===== src/rtl/wordcount_pkg.sv =====
// Shared types and constants for the wordcount command sequencer:
// legal command codes, the queued descriptor layout and the issue FSM states.
package wordcount_pkg;

    localparam logic [31:0] CMD_SEARCH_AND_ADD = 32'd1;
    localparam logic [31:0] CMD_RESULT_COPY    = 32'd2;
    localparam logic [31:0] CMD_ACCUM_CLEAR    = 32'd3;

    typedef struct packed {
        logic [31:0] command;
        logic [31:0] num_of_words;
        logic [63:0] memory_offset;
    } cmd_desc_t;

    typedef enum logic [2:0] {
        ST_IDLE      = 3'd0,
        ST_CHECK     = 3'd1,
        ST_KICK      = 3'd2,
        ST_WAIT_ACK  = 3'd3,
        ST_WAIT_DONE = 3'd4
    } seq_state_t;

    function automatic logic is_legal_cmd(input logic [31:0] code);
        return (code == CMD_SEARCH_AND_ADD) || (code == CMD_RESULT_COPY) ||
               (code == CMD_ACCUM_CLEAR);
    endfunction

endpackage


===== src/rtl/wordcount_cmd_fifo.sv =====
// Descriptor FIFO: power-of-two depth, flush empties it and wins over a push,
// head is read straight from the storage registers at the read pointer.
module wordcount_cmd_fifo
    import wordcount_pkg::*;
#(
    parameter int DEPTH = 4
) (
    input  logic      clk,
    input  logic      rst_n,
    input  logic      flush_i,
    input  logic      push_i,
    input  cmd_desc_t push_data_i,
    input  logic      pop_i,
    output cmd_desc_t head_o,
    output logic      full_o,
    output logic      empty_o
);

    localparam int AW = $clog2(DEPTH);
    localparam int CW = AW + 1;
    localparam logic [CW-1:0] FULL_CNT = CW'(DEPTH);
    localparam logic [CW-1:0] CNT_ONE  = CW'(1);
    localparam logic [AW-1:0] PTR_ONE  = AW'(1);

    cmd_desc_t       mem_q [DEPTH];
    logic [AW-1:0]   wr_ptr_q, wr_ptr_d;
    logic [AW-1:0]   rd_ptr_q, rd_ptr_d;
    logic [CW-1:0]   count_q, count_d;
    logic            do_push_s, do_pop_s;

    assign full_o  = (count_q == FULL_CNT);
    assign empty_o = (count_q == '0);
    assign head_o  = mem_q[rd_ptr_q];

    // Next pointer/occupancy state; pointers wrap naturally at DEPTH.
    always_comb begin
        wr_ptr_d  = wr_ptr_q;
        rd_ptr_d  = rd_ptr_q;
        count_d   = count_q;
        do_push_s = 1'b0;
        do_pop_s  = 1'b0;
        if (flush_i) begin
            wr_ptr_d = '0;
            rd_ptr_d = '0;
            count_d  = '0;
        end else begin
            do_push_s = push_i && !full_o;
            do_pop_s  = pop_i && !empty_o;
            wr_ptr_d  = do_push_s ? (wr_ptr_q + PTR_ONE) : wr_ptr_q;
            rd_ptr_d  = do_pop_s ? (rd_ptr_q + PTR_ONE) : rd_ptr_q;
            case ({do_push_s, do_pop_s})
                2'b10:   count_d = count_q + CNT_ONE;
                2'b01:   count_d = count_q - CNT_ONE;
                default: count_d = count_q;
            endcase
        end
    end

    // Pointer, occupancy and storage registers.
    always_ff @(posedge clk or negedge rst_n) begin
        if (!rst_n) begin
            wr_ptr_q <= '0;
            rd_ptr_q <= '0;
            count_q  <= '0;
            for (int i = 0; i < DEPTH; i++) begin
                mem_q[i] <= '0;
            end
        end else begin
            wr_ptr_q <= wr_ptr_d;
            rd_ptr_q <= rd_ptr_d;
            count_q  <= count_d;
            if (do_push_s) begin
                mem_q[wr_ptr_q] <= push_data_i;
            end
        end
    end

endmodule


===== src/rtl/wordcount_cmd_sequencer.sv =====
// Queues host command descriptors and issues them one at a time to the
// wordcount top as single-cycle kicks, tracking completions, drops and lost kicks.
module wordcount_cmd_sequencer
    import wordcount_pkg::*;
#(
    parameter int FIFO_DEPTH  = 4,
    parameter int ACK_TIMEOUT = 16
) (
    input  logic        clk,
    input  logic        reset,
    input  logic        s_cmd_valid,
    output logic        s_cmd_ready,
    input  logic [31:0] s_cmd_command,
    input  logic [31:0] s_cmd_num_of_words,
    input  logic [63:0] s_cmd_memory_offset,
    input  logic        flush,
    output logic        kick,
    output logic [31:0] command,
    output logic [31:0] num_of_words,
    output logic [63:0] global_memory_offset,
    input  logic        busy,
    output logic        seq_idle,
    output logic        done,
    output logic [31:0] done_count,
    output logic [15:0] drop_count,
    output logic        ack_timeout_err
);

    localparam int TW = $clog2(ACK_TIMEOUT + 1);
    localparam logic [TW-1:0] TMO_LOAD = TW'(ACK_TIMEOUT);
    localparam logic [TW-1:0] TMO_ONE  = TW'(1);

    seq_state_t  state_q, state_d;
    cmd_desc_t   desc_q, desc_d;
    cmd_desc_t   head_s, push_data_s;
    logic [TW-1:0] tmo_q, tmo_d;
    logic        kick_q, kick_d;
    logic        done_q, done_d;
    logic        err_q, err_d;
    logic [31:0] done_cnt_q, done_cnt_d;
    logic [15:0] drop_cnt_q, drop_cnt_d;
    logic        ready_en_q;
    logic        push_s, pop_s, full_s, empty_s;

    // Ready is the pre-pop "not full": a push into a full FIFO is refused even
    // when the sequencer pops in the same cycle (no look-ahead).
    assign s_cmd_ready = ready_en_q && !full_s;
    assign push_s      = s_cmd_valid && s_cmd_ready;
    assign push_data_s = '{command: s_cmd_command, num_of_words: s_cmd_num_of_words,
                           memory_offset: s_cmd_memory_offset};

    wordcount_cmd_fifo #(.DEPTH(FIFO_DEPTH)) u_fifo (
        .clk         (clk),
        .rst_n       (reset),
        .flush_i     (flush),
        .push_i      (push_s),
        .push_data_i (push_data_s),
        .pop_i       (pop_s),
        .head_o      (head_s),
        .full_o      (full_s),
        .empty_o     (empty_s)
    );

    // Issue FSM next state; a flush in IDLE suppresses the pop so nothing queued escapes it.
    always_comb begin
        state_d    = state_q;
        desc_d     = desc_q;
        tmo_d      = tmo_q;
        kick_d     = 1'b0;
        done_d     = 1'b0;
        err_d      = err_q;
        done_cnt_d = done_cnt_q;
        drop_cnt_d = drop_cnt_q;
        pop_s      = 1'b0;
        case (state_q)
            ST_IDLE: begin
                if (!empty_s && !flush) begin
                    pop_s   = 1'b1;
                    desc_d  = head_s;
                    state_d = ST_CHECK;
                end else begin
                    state_d = ST_IDLE;
                end
            end
            ST_CHECK: begin
                if (!is_legal_cmd(desc_q.command)) begin
                    drop_cnt_d = (drop_cnt_q == 16'hFFFF) ? drop_cnt_q : (drop_cnt_q + 16'd1);
                    state_d    = ST_IDLE;
                end else if (!busy) begin
                    kick_d  = 1'b1;
                    state_d = ST_KICK;
                end else begin
                    state_d = ST_CHECK;
                end
            end
            ST_KICK: begin
                tmo_d   = TMO_LOAD;
                state_d = ST_WAIT_ACK;
            end
            ST_WAIT_ACK: begin
                if (busy) begin
                    state_d = ST_WAIT_DONE;
                end else if (tmo_q <= TMO_ONE) begin
                    err_d   = 1'b1;
                    state_d = ST_IDLE;
                end else begin
                    tmo_d = tmo_q - TMO_ONE;
                end
            end
            ST_WAIT_DONE: begin
                if (!busy) begin
                    done_d     = 1'b1;
                    done_cnt_d = done_cnt_q + 32'd1;
                    state_d    = ST_IDLE;
                end else begin
                    state_d = ST_WAIT_DONE;
                end
            end
            default: state_d = ST_IDLE;
        endcase
    end

    // FSM, held command parameters, pulses and counters.
    always_ff @(posedge clk or negedge reset) begin
        if (!reset) begin
            state_q    <= ST_IDLE;
            desc_q     <= '0;
            tmo_q      <= '0;
            kick_q     <= 1'b0;
            done_q     <= 1'b0;
            err_q      <= 1'b0;
            done_cnt_q <= 32'd0;
            drop_cnt_q <= 16'd0;
            ready_en_q <= 1'b0;
        end else begin
            state_q    <= state_d;
            desc_q     <= desc_d;
            tmo_q      <= tmo_d;
            kick_q     <= kick_d;
            done_q     <= done_d;
            err_q      <= err_d;
            done_cnt_q <= done_cnt_d;
            drop_cnt_q <= drop_cnt_d;
            ready_en_q <= 1'b1;
        end
    end

    assign kick                 = kick_q;
    assign command              = desc_q.command;
    assign num_of_words         = desc_q.num_of_words;
    assign global_memory_offset = desc_q.memory_offset;
    assign done                 = done_q;
    assign done_count           = done_cnt_q;
    assign drop_count           = drop_cnt_q;
    assign ack_timeout_err      = err_q;
    assign seq_idle             = (state_q == ST_IDLE) && empty_s;

endmodule

===== config.mk =====
export PLATFORM = sky130hd
export DESIGN_NAME = wordcount_cmd_sequencer
export DESIGN_NICKNAME = d
export VERILOG_FILES = /design/src/rtl/wordcount_pkg.sv /design/src/rtl/wordcount_cmd_fifo.sv /design/src/rtl/wordcount_cmd_sequencer.sv
export SDC_FILE = /design/constraint.sdc
export NUM_CORES = 1
export LEC_CHECK = 0
export CELL_PAD_IN_SITES_DETAIL_PLACEMENT = 1
export CELL_PAD_IN_SITES_GLOBAL_PLACEMENT = 2
export CORE_UTILIZATION = 42
export CTS_CLUSTER_SIZE = 16
export DETAILED_ROUTE_END_ITERATION = 16
export PLACE_DENSITY = 0.8
export REMOVE_ABC_BUFFERS = 1
export SLEW_MARGIN = 10
export SYNTH_ARGS = -nofsm -noshare
export SYNTH_HDL_FRONTEND = slang
export SYNTH_HIERARCHICAL = 1
export SYNTH_SLANG_ARGS = --single-unit

===== constraint.sdc =====
create_clock -name clk -period 4.2 [get_ports clk]
set_input_delay 0.84 -clock clk [delete_from_list [all_inputs] [get_ports clk]]
set_output_delay 0.84 -clock clk [all_outputs]
set_load 0.01 [all_outputs]

==> flow_summary.ini <==
[global_route]
grt_use_met3_pct = 5.029
grt_overflow = 0
grt_util_met2_pct = 35.46
grt_pass1_vias = 21070
antenna_found_initial = 9
grt_use_total_pct = 21.23
use_met1_pct = 27.81
grt_pass1_wl_um = 128800
grt_start_max_net_pins = 134
grt_busiest_layer = met2

[timing]
hold_slack_ns = 0.2830
post-route-period-util_pct = 75.38
relSlewSlack_pct = 36.59
timing.fmax_mhz = 315.8
period_needed_ns = 3.166
setup_ws_ns = 1.034
setup_viol = 0
hold_viol = 0
drv_slew = 0
worstMarginPinSlew_ns = 0.9439
setup_tns_ns = 0
fin_skew_ns = 0.02429
rsz0062_at_grt = false

[clock_tree]
cts.path.max_buffers = 3
cts_buffers = 77
clock-sinks = 707
cts_setup_buffers = 0
tritoncts = built
cts.htree.levels = 3
root_buffer = clkbuf_16
ctsHoldBuffers = 0
clkSlewWorstSetupHoldPaths_ns = 0.06
clkLatencyLatePin_ns = 0.62
cts_resized = 0

[detailed_routing]
final_antenna_net_count = 0
vias = 18290
drt_first_pass_iters = 4
drc = 0
via_per_inst = 5.198
wl_um = 80870
avgRoutedWirePerCell_um = 22.98
drtIter0Drc = 928

[floorplan]
start_util_pct = 42.56
die-area_um2 = 78200
io_pins = 314
die_w_um = 279.7
core-area_um2 = 76080
die_h_um = 279.7
rows = 101

[final_layout]
finalNonFillerCells = 3519
final_util_pct = 50.97
layout-area-overhead-vs-synth_pct = 19.77
fillers = 7399
drive_gt1_share_pct = 33.43
nNetsFinal = 2569
final_cell_area_um2 = 38780

[critical_path]
cp.arrival_ns = 2.33
worstPathRequired_ns = 3.36
cp_max_fo = 8
crit_type = reg2out
start_kind = register
cp-end-kind = output port

[placement]
routabilityCongestion = 0.7823
place_inst = 3378
port_buffers = 313
place_ws_ns = 0.7406
dp.final_hpwl_um = 49590
dpl_cell_area_um2 = 36190

[synth]
syn_inst = 2108
ys_types = 53
netlist_area_um2 = 32380
synth_mux_area_share_pct = 31.68
synth_top_area_share_pct = 54.64
yosysSeqAreaShare_pct = 54.64
yosysWarnings = 6
synthAdderAreaFrac_pct = 0.3710
synthTopCellsByArea = dfrtp_1, mux2_4, mux4_2, nand2_1, mux2_2
synthSimpleGateAreaFrac_pct = 7.269
ys_ff_latch = 707
synth_top_family_by_area = multiplexers
yosysTopAreaCell = dfrtp_1
syn_area_per_cell_um2 = 15.36
synth_compound_area_share_pct = 0.3671
synth_xor_area_share_pct = 1.434

[flow_run]
drv_cap = 0

[power_and_ir_drop]
powerDensity_nw_per_um2 = 545.9
irDropWorstVdd_uv = 311.0
leakage_nw = 18.85
p_total_mw = 21.17

[min_path]
hold_class = in2async

[run_status]
status = finished, final reports clean
state kept, by name, summed over array words and instances (netlist names):
| name | count |
|---|---|
| kick | 1 |
| u_fifo/rd_ptr_q | 2 |
| ack_timeout_err | 1 |
| drop_count | 16 |
| ready_en_q | 1 |
| u_fifo/count_q | 3 |
| done | 1 |
| done_count | 32 |
| tmo_q | 5 |
| state_q | 3 |
| num_of_words | 32 |
| global_memory_offset | 64 |
| u_fifo/mem_q | 512 |
| u_fifo/wr_ptr_q | 2 |
| command | 32 |
metal layers:
metal  up-vias  wire (um)  share of wire (%)
met5         -         69              0.085
li1       8029          -                  -
met4        10       1466                1.8
met2       328      40290                 50
met3       101       4192                5.2
met1      9823      34850                 43
where the power goes:
part	switching [mW]	internal, mW	leakage, nW
Combinational	1.85	2.96	8.38
Sequential	1.03	8.38	9.20
Clock	2.81	4.13	1.28
cells by family (layout without fill, tap and decap cells):
| family | after synthesis | after routing |
|---|---|---|
| other cells | 1 | 4 |
| compound gates | 17 | 17 |
| fa+ha+maj | 9 | 9 |
| xor+xnor | 53 | 53 |
| simple gates | 546 | 546 |
| buf+inv | 132 | 510 |
| mux | 643 | 643 |
| flops | 707 | 707 |
final timing paths:
path / start / slack [ns] / endpoint / depth (start not counted)
min in group clk: ack_timeout_err / 0.47 / ack_timeout_err / 1
max: u_fifo/count_q[1] / 1.03 / seq_idle / 4
max in group asynchronous: reset / 2.72 / command[29] / 2
max reg2reg: u_fifo/count_q[1] / 1.22 / u_fifo/mem_q[459] / 8
min: reset / 0.28 / u_fifo/mem_q[165] / 1
min reg2reg: ack_timeout_err / 0.47 / ack_timeout_err / 1
placed cells by master, fill, tap and decap left out, types with 9 or more instances in the layout:
cell,n
nand3_1,19
clkdlybuf4s50_1,312
buf_12,22
nor4_1,11
mux4_2,128
nand2_1,408
clkbuf_1,19
nor2_1,34
xnor2_1,23
clkbuf_8,13
nor3_1,14
nand4_1,12
dfrtp_1,705
inv_1,9
clkinv_2,15
buf_4,27
clkbuf_16,81
mux2_4,420
mux2_2,94
xor2_1,30
cell usage after synthesis, drive strengths merged:
master,n
buf,91
dfrtp,707
a21boi,1
or4bb,1
ha,8
a21oi,2
nand2,412
nand3b,3
a211oi,2
nor2b,3
fa,1
o221ai,1
and4,3
nor3b,6
xor2,30
mux4,128
o21ai,4
o31ai,1
o211ai,1
inv,10
nand3,19
o21bai,3
and3,12
nor4,11
a31oi,1
mux2,514
nor2,34
clkbuf,31
conb,1
nor4b,1
nand2b,4
or4,1
or3b,3
a41oi,1
mux2i,1
or3,5
nand4,12
nor3,14
and2,2
xnor2,23
worst max-delay path: stages, from the launching register on:
cell	delay [ns]
dfrtp_1	0.50
nor3_1	0.40
inv_1	0.08
nor2_1	0.17
clkdlybuf4s50_1	0.58
layout make-up:
type / instances / area (um2) / area share [%]
Sequential cell: 707 / 17700 / 45.64
Multi-Input combinational cell: 1269 / 13380 / 34.50
Timing Repair Buffer: 362 / 3781 / 9.751
Clock buffer: 113 / 2277 / 5.872
Tap cell: 1030 / 1289 / 3.323
Clock inverter: 25 / 304.0 / 0.7840
Inverter: 10 / 42.54 / 0.1097
Antenna cell: 3 / 7.507 / 0.01936
No activity file was read; power rests on OpenSTA's default activity.
